**src/rtl/instr_fetch_unit.sv**
```systemverilog
// -----------------------------------------------------------------------------
// instr_fetch_unit
//
// Fetch stage of the single-cycle RISC-V core. It owns the program counter and
// fetches one 32-bit instruction at a time from instruction memory over a
// req/ack handshake. The fetched word is held for decode until the core
// retires it. The PC then advances by 4, or is redirected to the branch/jump
// target when pc_src is set.
//
// Sequence: IDLE (one cycle after reset) -> REQ (wait for ack) -> HOLD (wait
// for core_ready) -> REQ ...  At most one instruction per two cycles.
//
// Optional build macro:
//   MISALIGN_TRAP_EN  When defined, a taken redirect to a target with
//                     pc_target[1:0] != 0 enters a FAULT state. FAULT asserts
//                     fetch_fault, stops fetching, and is left only by reset.
//                     When undefined, the low two target bits are silently
//                     cleared and fetch_fault is tied low.
//
// Ports:
//   clk, rst_n            clock, asynchronous active-low reset
//   imem_req, imem_addr   fetch request (held until ack) and address (= pc)
//   imem_ack, imem_rdata  memory response, data valid when ack=1
//   instr, instr_valid    registered instruction and its valid flag
//   pc, pc_plus4          address of instr and pc+4 (wraps modulo 2^XLEN)
//   core_ready            core retires instr this cycle (used only in HOLD)
//   pc_src, pc_target     redirect select and target, sampled with core_ready
//   fetch_fault           misaligned-target fault (see macro above)
// -----------------------------------------------------------------------------
module instr_fetch_unit #(
    parameter int              XLEN     = 32,
    parameter logic [XLEN-1:0] RESET_PC = 32'h0000_0000
) (
    input  logic            clk,
    input  logic            rst_n,
    output logic            imem_req,
    output logic [XLEN-1:0] imem_addr,
    input  logic            imem_ack,
    input  logic [XLEN-1:0] imem_rdata,
    output logic [XLEN-1:0] instr,
    output logic            instr_valid,
    output logic [XLEN-1:0] pc,
    output logic [XLEN-1:0] pc_plus4,
    input  logic            core_ready,
    input  logic            pc_src,
    input  logic [XLEN-1:0] pc_target,
    output logic            fetch_fault
);

    // addi x0, x0, 0
    localparam logic [XLEN-1:0] NOP_INSTR = XLEN'(32'h0000_0013);

`ifdef MISALIGN_TRAP_EN
    typedef enum logic [1:0] {IDLE = 2'd0, REQ = 2'd1, HOLD = 2'd2, FAULT = 2'd3} state_t;
`else
    typedef enum logic [1:0] {IDLE = 2'd0, REQ = 2'd1, HOLD = 2'd2} state_t;
`endif

    state_t          state, state_nxt;
    logic [XLEN-1:0] pc_p0, pc_nxt;
    logic [XLEN-1:0] instr_p0, instr_nxt;

    // PC value loaded on a taken redirect.
    function automatic logic [XLEN-1:0] redirect_pc(input logic [XLEN-1:0] tgt);
`ifdef MISALIGN_TRAP_EN
        // Misaligned targets are loaded as-is so the faulting address is visible on pc.
        return tgt;
`else
        return tgt & ~XLEN'(3);
`endif
    endfunction

`ifdef MISALIGN_TRAP_EN
    function automatic logic is_misaligned(input logic [XLEN-1:0] tgt);
        return |tgt[1:0];
    endfunction
`endif

    // Stage p0: fetch state, PC and captured instruction.
    always_ff @(posedge clk or negedge rst_n) begin
        if (!rst_n) begin
            state    <= IDLE;
            pc_p0    <= RESET_PC;
            instr_p0 <= NOP_INSTR;
        end else begin
            state    <= state_nxt;
            pc_p0    <= pc_nxt;
            instr_p0 <= instr_nxt;
        end
    end

    always_comb begin
        state_nxt = state;
        pc_nxt    = pc_p0;
        instr_nxt = instr_p0;
        case (state)
            IDLE: state_nxt = REQ;
            REQ: begin
                if (imem_ack) begin
                    instr_nxt = imem_rdata;
                    state_nxt = HOLD;
                end
            end
            HOLD: begin
                if (core_ready) begin
                    if (pc_src) begin
                        pc_nxt    = redirect_pc(pc_target);
                        state_nxt = REQ;
`ifdef MISALIGN_TRAP_EN
                        if (is_misaligned(pc_target)) begin
                            state_nxt = FAULT;
                        end
`endif
                    end else begin
                        pc_nxt    = pc_plus4;
                        state_nxt = REQ;
                    end
                end
            end
`ifdef MISALIGN_TRAP_EN
            FAULT: state_nxt = FAULT;
`endif
            default: state_nxt = IDLE;
        endcase
    end

    // Outputs decode directly from state so reset drops imem_req without a clock edge.
    assign imem_req    = (state == REQ);
    assign imem_addr   = pc_p0;
    assign instr       = instr_p0;
    assign instr_valid = (state == HOLD);
    assign pc          = pc_p0;
    assign pc_plus4    = pc_p0 + XLEN'(4);
`ifdef MISALIGN_TRAP_EN
    assign fetch_fault = (state == FAULT);
`else
    assign fetch_fault = 1'b0;
`endif

endmodule

```
**config.mk**
```make
export PLATFORM = sky130hd
export DESIGN_NAME = instr_fetch_unit
export DESIGN_NICKNAME = d
export VERILOG_FILES = /design/src/rtl/instr_fetch_unit.sv
export SDC_FILE = /design/constraint.sdc
export NUM_CORES = 1
export LEC_CHECK = 0
export ABC_AREA = 1
export CAP_MARGIN = 0
export CORE_MARGIN = 10
export CORE_UTILIZATION = 44
export CTS_CLUSTER_DIAMETER = 120
export DETAILED_ROUTE_END_ITERATION = 12
export GPL_TIMING_DRIVEN = 1
export PLACE_DENSITY = 0.95
export SYNTH_ARGS = -nofsm -noshare
export SYNTH_HDL_FRONTEND = slang
export SYNTH_SLANG_ARGS = --single-unit
```
**constraint.sdc**
```tcl
create_clock -name clk -period 2.7 [get_ports clk]
set_input_delay 0.54 -clock clk [delete_from_list [all_inputs] [get_ports clk]]
set_output_delay 0.54 -clock clk [all_outputs]
set_load 0.03 [all_outputs]
```
Word level (Yosys, flattened, before mapping)
Index checks and enable logic that the tools add are counted.
Storage, ports and cells
  register bits after elaboration: 66
  output and inout bits: 131
Operators by class
  add/sub/neg operators: 1
  eq/ne operators: 4
  muxes and demuxes: 4
  reduce and logical (&&, ||, !) cells: 4
Operators with widths (number)
  $add 32x3->32 const B: 1
  $mux 32: 1
  $pmux 2 s3: 1
  $reduce_and 2->1: 3
  $mux 2: 2
  $ne 2x1->1 const B: 2
  $eq 2x1->1 const B: 1
  $eq 2x2->1 const B: 1
  $logic_not 2->1: 1

Logic depth before layout (Yosys ltp)
Gate-level depths: netlist (run 1).
  word-level depth: 3
  mapped depth: 10
  mapped depth without buffers: 10

Worst setup path before layout (run 1)
Ideal clock, no wire load.
  path type: reg-to-output
  from: register pc_p0[3], in the netlist imem_addr[3]
  to: output port pc_plus4[12]
  arrival time: 1.729 ns
  data required time: 2.160 ns
  path slack: 0.431 ns
  stages on the path, launching flop included: 6
  path buffers: 0
  cells stage by stage: dfrtp_1 ha_1 nand3_1 nor2_1 nand2_1 xor2_1
On the way
  word-level cells in the longest chain between the ends: 1
Ends and longest elaborated chain
  start: declaration: RTL line 60  | logic [XLEN-1:0] pc_p0, pc_nxt;
  start signal: assignment: RTL line 87  | pc_p0 <= pc_nxt;
  $add 32x3->32: RTL line 133  | assign pc_plus4 = pc_p0 + XLEN'(4);
  end: declaration: RTL line 43  | output logic [XLEN-1:0] pc_plus4,
Every way passes these cells.

Worst setup path in the final report (run 1)
  from: register pc_p0[2], in the netlist imem_addr[2]
  to: output port pc_plus4[10]
The elaborated chain is that of the path after synthesis.

==> summary.md, run 1 <==
| Metric | Value |
|---|---|
| Status | finished, final reports clean |
| Synth warn | 0 |
| Synth Cell Area | 0.00395 mm² |
| Switching power | 4.00 mW |
| Post-detail-place hpwl | 11.0 mm |
| Int Pwr | 4.01 mW |
| Slew Limit Fails | 0 |
| Crit Path Max Fanout | 6 |
| Final GP Congestion | 0.869 |
| I/O pin cnt | 200 |
| Async set or reset register ratio after synthesis | 1.00 |
| Final period util | 0.953 |
| Skew final | 15.5 ps |
| Nets | 747 |
| Tmin final | 2570 ps |
| DRT iter0 DRCs | 180 |
| Routed length per instance | 17.4 µm |
| Main synth FF type | dfrtp_1 |
| Vias in the first global route | 4178 |
| Clock Tree Buf Depth | 2 |
| Clk slew on worst S/H paths | 80 ps |
| Max VDD drop | 1.04 mV |
| Max-cap violation count | 0 |
| F_max | 388 MHz |
| # diodes | 0 |
| Die ar. | 0.0132 mm² |
| Rel. slew slack | 0.466 |
| Tot GR Track Use | 0.206 |
| DR vias/cell | 5.01 |
| Drt drc | 0 |
| DR vias | 3954 |
| Total Power Consumption | 8.01 mW |
| Simple-gate share of the synthesized area | 0.294 |
| Critical path class | flop to output pin |
| Yosys top cell by area | dfrtp_1 |
| Post-synth top area share | 0.386 |
| CORE AREA | 0.00872 mm² |
| Share of layout cells above drive strength 1 | 0.135 |
| Cells after synthesis | 513 |
| DRT antenna net count | 0 |
| Adder-Cell Fraction of Synth Area | 0.00317 |
| Finished Cell Area | 0.00594 mm² |
| First-pass GRT wire length | 21.8 mm |
| Switching Fraction | 0.499 |
| Cell Rows | 34 |
| First-pass DRT Iterations | 5 |
| Clk sink count | 64 |
| Compound-Gate Fraction of Synth Area | 0.0602 |
| Number of synthesized register bits | 64 |
| Post-CTS Hold Buffers | 0 |
| Area grow syn2layout | 50.4% |
| Die width | 115 µm |
| Number of buffer cells added on primary ports | 190 |
| Placed instance area | 0.00575 mm² |
| Tightest Pin Transition | 801 ps |
| CP startpoint kind | flop |
| Largest family of logic cells by synthesized area | simple AND/OR/NAND/NOR gates |
| Seq/Total Area, Yosys | 0.406 |
| CTS Root Cell | clkbuf_8 |
| Data required time at the worst endpoint | 2160 ps |
| CTS Buf Count | 9 |
| CTS tree | done |
| Initial antenna violation count | 0 |
| Leak | 2.72 nW |
| Top post-synthesis cells by area | dfrtp_1 39%, nand2_1 15%, mux2_2 9.1% |
| Clock network power share | 0.119 |
| Pwr Density | 1350 mW/mm² |
| Flop pwr share | 0.244 |
| GR Overflow Total | 0 |
| Xor-xnor portion of the synthesized cell area | 0.0155 |
| Height of the chip | 115 µm |
| Starting Density | 0.453 |
| Logic gate share of total power | 0.637 |
| Final setup vio count | 0 |
| Largest net degree at the start of global routing | 43 |
| Synth Area per Inst | 7.70 µm² |
| Routed wire length | 13.7 mm |
| Crit. End Element | output pin |
| CP arrival | 2030 ps |
| Hold Path Class | primary input to asynchronous set/reset pin |
| Worst-Skew Late Latency | 330 ps |
| Synth cell types | 32 |
| Final hold viol count | 0 |
| Post-synth EDFFs | 0 |
| Proportion of synthesized area in mux cells | 0.0912 |
| CTS HTree Levels | 3 |
==> repair_timing <==
action                     CTS  global route
buffers inserted             0             0
resized for setup           28            25
setup endpoints to repair   23            15
==> metrics by stage <==
step / setup WS (ps) / cells / hold WS (ps) / setup TNS, ps / util
floorplan: 431 / 519 / 244 / 0 / -
global placement: 132 / 774 / 486 / 0 / 0.659
detailed placement: 54.7 / 774 / 497 / 0 / 0.659
CTS: 0.580 / 790 / 299 / 0 / 0.683
global route: -0.0790 / 790 / 307 / -0.0790 / 0.681
finish: 126 / 790 / 283 / 0 / 0.681
==> Yosys cell counts (4+ instances only) <==
master,n
xor2_1,6
dfrtp_1,61
buf_2,4
inv_1,42
mux2_2,32
nand3_1,25
nand2_1,155
buf_4,40
o21ai_0,24
nor2_1,73
o22ai_1,5
nor2_2,5
o21ai_1,6
clkbuf_1,5
nor2_4,4
==> layout by cell type (no fill, tap or decap), types with 2 or more instances in the layout <==
cell             instances
buf_12                   3
conb_1                   7
o21ai_1                  6
o22ai_1                  5
nor2_8                   2
nor2_2                   3
clkbuf_2                 8
buf_2                    2
nand2_1                155
clkinv_4                 2
clkinvlp_4               2
dfrtp_1                 60
o21ai_0                 24
clkbuf_8                10
o31ai_1                  2
clkdlybuf4s15_1          4
buf_4                    7
inv_1                   42
xor2_1                   6
a21oi_1                  3
clkdlybuf4s50_1        164
bufinv_16                2
nand3_1                 25
mux2_2                  32
nand2_2                  3
nor2_1                  73
nor2_4                   6
dlygate4sd2_1            9
dfstp_2                  3
==> power groups by stage <==
stage / Combinational, mW / Sequential, mW / Clock (mW)
after floorplan: 2.35 / 2.74 / 0
after global placement: 5.14 / 1.92 / 0
after detailed placement: 5.25 / 1.96 / 0
after CTS: 5.16 / 1.95 / 0.964
after global routing: 5.41 / 2.03 / 1.01
final: 5.10 / 1.95 / 0.954
==> final cells by class <==
class | count | area [µm²]
clock buffers | 10 | 138
clock inverters | 6 | 92.6
multi-input cells | 361 | 1870
fillers | 677 | 2780
inverters | 43 | 161
flip-flops and latches | 64 | 1610
well taps | 108 | 135
repair buffers | 198 | 1930
==> critical path: stages, from the launching register on <==
cell and delay [ps]:
dfrtp_1 430, ha_2 240, nand2_1 90, nor2_2 130, nand2_2 160, xor2_1 210
dlygate4sd2_1 440
==> path summary, 6_finish.rpt <==
kind	startpoint	to	slack [ps]	cells past startpoint
max in group asynchronous	rst_n	imem_addr[12]	1730	2
worst max register to register	imem_addr[2]	imem_addr[22]	990	10
min in group clk	instr[19]	instr[19]	500	1
worst min register to register	instr[19]	instr[19]	500	1
worst min-delay path	rst_n	instr[10]	280	1
worst max-delay path	imem_addr[2]	pc_plus4[10]	130	6
==> routing by layer <==
layer  up-vias  track usage  share of wire  wire [µm]
met5         -            0              0          0
li1       1891            -              -          -
met3        19        0.108           0.13       1850
met4         0       0.0602          0.019        264
met1      1854        0.213           0.35       4800
met2       190        0.355           0.50       6830
==> logic make-up after synthesis <==
group	after synthesis
XOR/XNOR	7
multiplexers	32
other	1
AND/OR/NAND/NOR	271
buffers and inverters	94
AO/OA/AOI/OAI	43
flip-flops	64
adder cells (fa/ha/maj)	1
==> registers in the layout, summed over array words and instances, names as in the netlist <==
register	flops
instr	32
imem_addr	30
state	2
Note: power is estimated with default switching activity, not from simulation.
==> inputs of run 2 (changes only) <==
--- a/config.mk
+++ b/config.mk
@@ -8,11 +8,12 @@
 export ABC_AREA = 1
 export CAP_MARGIN = 0
 export CORE_MARGIN = 10
-export CORE_UTILIZATION = 44
+export CORE_UTILIZATION = 57
 export CTS_CLUSTER_DIAMETER = 120
 export DETAILED_ROUTE_END_ITERATION = 12
+export DONT_BUFFER_PORTS = 1
 export GPL_TIMING_DRIVEN = 1
-export PLACE_DENSITY = 0.95
+export PLACE_DENSITY = 0.81
 export SYNTH_ARGS = -nofsm -noshare
 export SYNTH_HDL_FRONTEND = slang
 export SYNTH_SLANG_ARGS = --single-unit
==> summary.md, run 2 (synthesized netlist as in run 1, its figures left out) <==
| Metric | Value |
|---|---|
| Final hold viol count | 0 |
| Height of the chip | 103 µm |
| Placed cell count | 587 |
| RR Startpoint | imem_addr[2] |
| Pwr Density | 1520 mW/mm² |
| Routed length per instance | 18.6 µm |
| CTS HTree Levels | 3 |
| Max-cap violation count | 0 |
| DRT antenna net count | 0 |
| CTS tree | done |
| Worst-Skew Late Latency | 340 ps |
| Number of buffer cells added on primary ports | 0 |
| Top delay family on crit path | simple AND/OR/NAND/NOR gates |
| Largest register FFs | 32 |
| CTS Root Cell | clkbuf_8 |
| Switching power | 3.68 mW |
| Fillers | 594 |
| Rel. slew slack | 0.518 |
| Hold Path Class | primary input to asynchronous set/reset pin |
| Switching Fraction | 0.573 |
| RR Endpoint | imem_addr[9] |
| Drt drc | 0 |
| Slew Limit Fails | 0 |
| CP max stage delay | 390 ps |
| DRT iter0 DRCs | 155 |
| Clk sink count | 64 |
| Largest net degree at the start of global routing | 62 |
| Initial antenna violation count | 0 |
| Share of layout cells above drive strength 1 | 0.206 |
| Critical path class | flop to output pin |
| Post-CTS sizing | 0 |
| Vias in the first global route | 3176 |
| DR vias | 3259 |
| Max VDD drop | 0.819 mV |
| Starting Density | 0.585 |
| Clock Tree Buf Depth | 2 |
| RSZ-0062 raised after global routing | false |
| CTS Buf Count | 9 |
| F_max | 405 MHz |
| Tot GR Track Use | 0.209 |
| CORE AREA | 0.00676 mm² |
| Tightest Pin Transition | 720 ps |
| Nets | 589 |
| Final GP Congestion | 0.901 |
| CP cell instances | ha_1 -> nand2_1 -> nor2_2 -> nand2_2 -> nor2_2 -> nand3_1 -> nand2_1 |
| First-pass DRT Iterations | 4 |
| CP arrival | 1930 ps |
| Skew final | 14.0 ps |
| Slowest-stage cell, CP | dfrtp_1 |
| Length in cells of the worst reg-to-reg path | 6 |
| Crit. End Element | output pin |
| Cell Rows | 30 |
| Final setup vio count | 0 |
| Int Pwr | 2.74 mW |
| Buf/Inv on CP | 0 |
| Tmin final | 2470 ps |
| Final Instance Count excl. Fillers | 604 |
| Status | finished, final reports clean |
| Flop pwr share | 0.365 |
| First-pass GRT wire length | 17.0 mm |
| # diodes | 0 |
| Post-detail-place hpwl | 8.66 mm |
| Leak | 2.09 nW |
| Most frequent cells in the layout | 155 x nand2_1, 73 x nor2_1, 61 x dfrtp_1, 42 x inv_1, 39 x buf_4 |
| Commonest non-fill, non-tap cell in the layout | nand2_1 |
| Routed wire length | 11.2 mm |
| Area grow syn2layout | 7.19% |
| Final period util | 0.915 |
| Clk slew on worst S/H paths | 70 ps |
| Clock network power share | 0.126 |
| Data required time at the worst endpoint | 2160 ps |
| I/O pin cnt | 200 |
| CP startpoint kind | flop |
| Setup TNS | 0 ps |
| Die ar. | 0.0107 mm² |
| Die width | 103 µm |
| Logic gate share of total power | 0.509 |
| R2r setup slk | 830 ps |
| GR Overflow Total | 0 |
| Crit Path Max Fanout | 6 |
| DR vias/cell | 5.40 |
-- run 2: changes by cell type in the layout (fill, tap and decap cells not counted), sizes merged --
cell | before | now
dlygate4sd2 | 9 | 0
clkinv | 2 | 3
clkdlybuf4s50 | 164 | 0
clkdlybuf4s15 | 5 | 0
clkbuf | 18 | 10
buf | 12 | 40
bufinv | 2 | 1
-- run 2: power groups by stage --
| stage | combinational (mW) | clock [mW] | sequential, mW |
|---|---|---|---|
| 5_1_grt | 3.52 | 0.871 | 2.42 |
| 3_3_place_gp | 3.19 | 0 | 2.34 |
| 2_1_floorplan | 2.35 | 0 | 2.74 |
| 6_report | 3.27 | 0.808 | 2.34 |
| 3_5_place_dp | 3.27 | 0 | 2.35 |
| 4_1_cts | 3.30 | 0.822 | 2.35 |
-- run 2: worst max path at each step --
stage / startpoint / endpoint / slack (ps) / depth (start not counted)
3_3_place_gp: imem_addr[2] / pc_plus4[9] / 600 / 4
3_5_place_dp: imem_addr[2] / pc_plus4[9] / 580 / 4
6_report: imem_addr[3] / pc_plus4[22] / 230 / 7
4_1_cts: imem_addr[2] / pc_plus4[9] / 200 / 4
2_1_floorplan: imem_addr[3] / pc_plus4[12] / 430 / 5
5_1_grt: imem_addr[3] / pc_plus4[24] / 70 / 7
-- run 2: metal layers --
| layer | track usage | wire length (µm) |
|---|---|---|
| met2 | 0.345 | 5450 |
| met5 | 0 | 0 |
| met1 | 0.223 | 3990 |
| met3 | 0.127 | 1680 |
| met4 | 0.0535 | 110 |
-- run 2: timing repair --
action	4_1_cts	5_1_grt
hold buffers	1	0
buffers inserted	0	0
endpoints found under the hold margin	61	0
-- run 2: stage by stage --
stage	hold slack, ps	power (mW)	worst slack, ps	utilization	cell area (µm²)
after floorplan	244	5.09	431	-	3970
after global placement	247	5.53	604	0.595	4020
after detailed placement	247	5.62	582	0.595	4020
after global routing	13.3	6.81	65.7	0.627	4230
final	38.3	6.42	230	0.627	4230
after CTS	22.2	6.47	201	0.627	4230
-- run 2: layout make-up --
type	count	area, µm²	share of cell area
Multi-Input combinational cell	361	1860	0.439
Sequential cell	64	1610	0.379
Clock buffer	10	128	0.0301
Inverter	43	161	0.0381
Clock inverter	6	60.1	0.0142
Tap cell	80	100	0.0236
Timing Repair Buffer	40	320	0.0757
==> RTL edit 1 (config.mk and constraints of run 2) <==
`XLEN`: 32 -> 64.
--- a/src/rtl/instr_fetch_unit.sv
+++ b/src/rtl/instr_fetch_unit.sv
@@ -28,7 +28,7 @@
 //   fetch_fault           misaligned-target fault (see macro above)
 // -----------------------------------------------------------------------------
 module instr_fetch_unit #(
-    parameter int              XLEN     = 32,
+    parameter int              XLEN     = 64,
     parameter logic [XLEN-1:0] RESET_PC = 32'h0000_0000
 ) (
     input  logic            clk,
Ports: changed (6 resized); port bits go from 200 to 392. No check against the original RTL was run, so the function may have changed too.
==> RTL edit 1 against run 2 <==
The flow now finishes with violations (hold timing, setup timing); synthesized area rose by 110%; final area rose by 140%; sequential power rose by 110%; sequential cell count grew 64; power increased by 130%; worst setup slack worse by 290 ps; register-to-register slack worse by 200 ps; global-route usage increased by 8.0 points; routed wire length grew to 2.8 times the old value.
==> RTL edit 1: results (changes against run 2) <==
metric,value,unit,change
root buffer cell,clkbuf_16,,
TritonRoute pass-1 iters,6,,+2
fin worst setup slack,-60.2,ps,-291 ps
synthesized instance count,1111,,+120%
RePlAce Congestion,0.978,,+8.5%
GRT met1 Usage,0.307,,+0.0840
"Seq/Total Area, Yosys",0.388,,-0.0185
wire length per cell,23.0,um,+24%
final hold violation count,125,,+125
nets,1298,,+120%
hold slack,-200,ps,-238 ps
WL met1,10200,um,+160%
share of layout cells above drive strength 1,0.298,,+0.0921
clk_lat worst skew,430,ps,+90 ps
largest net degree at the start of global routing,129,,+110%
Synth Area in Compound Gates,0.0478,,-0.0124
worst vdd ir,960,uV,+17%
grt met3 use,0.114,,-0.0130
post-DP HPWL,23200,um,+170%
Leak Pwr,5.09,nW,+140%
CP Max Fanout,8,,+2
final setup fails,13,,+13
worst slew pin tran,829,ps,+109 ps
Largest register FFs,64,,+100%
failing checks,"hold timing, setup timing",,
H-tree levels,4,,+1
ranking of synthesized cells by area,"dfrtp_1, nand2_1, nor2_1, mux2_2, buf_4",,
status,"finished, violations left",,
Fill cells,1025,,+73%
## RTL edit 1: cell count changes in the layout (fill, tap and decap cells not counted), moves of 14 or more
cell | before | now
dfrtp_1 | 61 | 121
buf_12 | 0 | 28
nand3_1 | 25 | 50
mux2_2 | 32 | 64
buf_4 | 39 | 99
clkbuf_16 | 0 | 17
nor2_1 | 73 | 172
nand2_1 | 155 | 303
nand2_4 | 1 | 18
nand2_2 | 3 | 26
xor2_1 | 6 | 20
inv_1 | 42 | 84
nor2_4 | 4 | 20
## RTL edit 1: repair_timing
item                                    4_1_cts  5_1_grt
cloned                                        0        0
setup buffers                                 4       16
pin swaps                                     6       35
endpoints found under the setup margin       34       42
resized for setup                            27       81
endpoints found under the hold margin       128      125
## RTL edit 1: power by group
part	switching, W	internal, W
Sequential	0.00203	0.00286
Combinational	0.00519	0.00258
Clock	0.000990	0.00130
## RTL edit 1: logic make-up (layout without fill, tap and decap cells)
kind of cell	Yosys count	in the layout
compound gates	72	72
xor+xnor	29	29
fa+ha+maj	1	1
buf+inv	192	252
flops	128	128
mux	64	64
other cells	1	9
simple gates	624	624
## RTL edit 1: path summary, 6_finish.rpt
kind | from | end | slack, ps | cells past startpoint
min | rst_n | imem_addr[30] | -200 | 0
max | imem_addr[5] | pc_plus4[57] | -60 | 9
min in group clk | imem_ack | state[0] | 190 | 1
min reg2reg | state[1] | state[0] | 520 | 1
max reg2reg | imem_addr[3] | imem_addr[26] | 630 | 10
max in group asynchronous | rst_n | instr[4] | 2630 | 0
## RTL edit 1: final cells by class
cell class              count  share of cell area
clock buffers              18              0.0421
well taps                 180              0.0221
clock inverters            14              0.0141
diodes                      2            0.000491
multi-input cells         797               0.442
inverters                  91              0.0335
flip-flops and latches    128               0.315
repair buffers            129               0.130
==> RTL edit 2 (flow settings as in run 2) <==
Made on the original files. Make the reset (`rst_n`) synchronous in one clocked block. Comments in the files are not updated.
--- a/src/rtl/instr_fetch_unit.sv
+++ b/src/rtl/instr_fetch_unit.sv
@@ -77,7 +77,7 @@
 `endif
 
     // Stage p0: fetch state, PC and captured instruction.
-    always_ff @(posedge clk or negedge rst_n) begin
+    always_ff @(posedge clk) begin
         if (!rst_n) begin
             state    <= IDLE;
             pc_p0    <= RESET_PC;
Formal check against the unedited RTL: differs if rst_n is asserted again (counterexample within 4 cycles, from zero or initial values and one cycle with rst_n low); with rst_n held inactive, the same outputs for 10 cycles.
==> RTL edit 2 against run 2 <==
Sequential cell count unchanged; routed wire length decreased by 1.1%; fmax decreased by 3.4%; critical endpoint is now pc_plus4[26]; critical path depth increased by 1; first-iteration DRC count increased by 41%; worst setup slack got worse by 87 ps; synthesized area decreased by 9.6%; die area decreased by 7.8%; final area decreased by 7.9%.
Power is not compared: it rests on default switching activity, and its combinational part moved more than twofold at a synthesized area within 25%.
==> RTL edit 2: results (changes against run 2) <==
metric,value,unit,change
Synth Area in XOR/XNOR,0.0452,,+0.0297
nets,605,,+2.7%
TritonRoute pass-1 iters,5,,+1
vias in the first global route,3315,,+4.4%
Slew HR,0.359,,-0.160
Total Routed Length,11100,um,-1.1%
crit path DAT,2020,ps,+90 ps
ys async rst share,0,,-1.00
# port buffers,0,,unchanged
CP Max Fanout,5,,-1
Synth Area in Compound Gates,0.169,,+0.109
CP max stage cell,dfxtp_1,,
"top cells by count, synth","nand2_1, a21oi_1, dfxtp_1",,
RePlAce Congestion,0.951,,+5.5%
Largest register FFs,32,,unchanged
bufs w/o clock,48,,+20%
final std cells w/o fill,615,,+1.8%
"Seq/Total Area, Yosys",0.359,,-0.0475
ranking of synthesized cells by area,"dfxtp_1, nand2_1, a21oi_1, buf_4, o21ai_0",,
post-DP HPWL,8400,um,-3.1%
multi-input combinational area share,0.472,,+0.0326
Fill cells,557,,-6.2%
vias,3423,,+5.0%
FF+latch area,1280,um2,-20%
initial antenna violation count,0,,unchanged
multi-input logic cell count,387,,+7.2%
ys flop type,dfxtp_1,,
hold slack,311,ps,+273 ps
largest net degree at the start of global routing,35,,-44%
GRT Overall Usage,0.209,,about the same
adder-cell share of the synthesized area,0.00351,,+0.000338
ClkCell Share,0.0526,,+0.00831
clk_skew,8.56,ps,-5.43 ps
syn avg cell area,6.72,um2,-13%
share of layout cells above drive strength 1,0.148,,-0.0580
Worst R2R Setup Slack,620,ps,-210 ps
Seq cells,64,,unchanged
first-pass GRT wire length,16900,um,-0.65%
Yosys cell types,23,,-28%
status,"complete, no violations",,
buffering overhead,0.0988,,+0.0232
worst min path class,in2reg,,
dpl cells,599,,+2.0%
largest stage delay on the critical path,370,ps,-20 ps
mux cell area share after synthesis,0,,-0.0912
RTL edit 2: per-layer routing:
metal  track usage  share of wire
met2         0.350           0.50
met3        0.0934           0.12
met1         0.226           0.37
met4        0.0838          0.021
met5             0              0
RTL edit 2: logic make-up after synthesis:
family	Yosys count
simple gates	244
compound gates	120
buf+inv	86
flops	64
xor+xnor	15
fa+ha+maj	1
other cells	1
RTL edit 2: stage by stage:
stage | power (W) | worst slack, ps | instance area (um2)
6_report | 0.00218 | 143 | 3900
5_1_grt | 0.00226 | 11.7 | 3900
4_1_cts | 0.00219 | 137 | 3900
3_5_place_dp | 0.00135 | 508 | 3690
3_3_place_gp | 0.00134 | 553 | 3690
2_1_floorplan | 0.00131 | 332 | 3590
RTL edit 2: worst paths after layout:
kind	startpoint	endpoint	depth (start not counted)
worst min register to register	state[0]	state[0]	3
worst min-delay path	rst_n	instr[1]	1
worst max-delay path	imem_addr[3]	pc_plus4[26]	8
worst max register to register	state[1]	imem_addr[22]	8
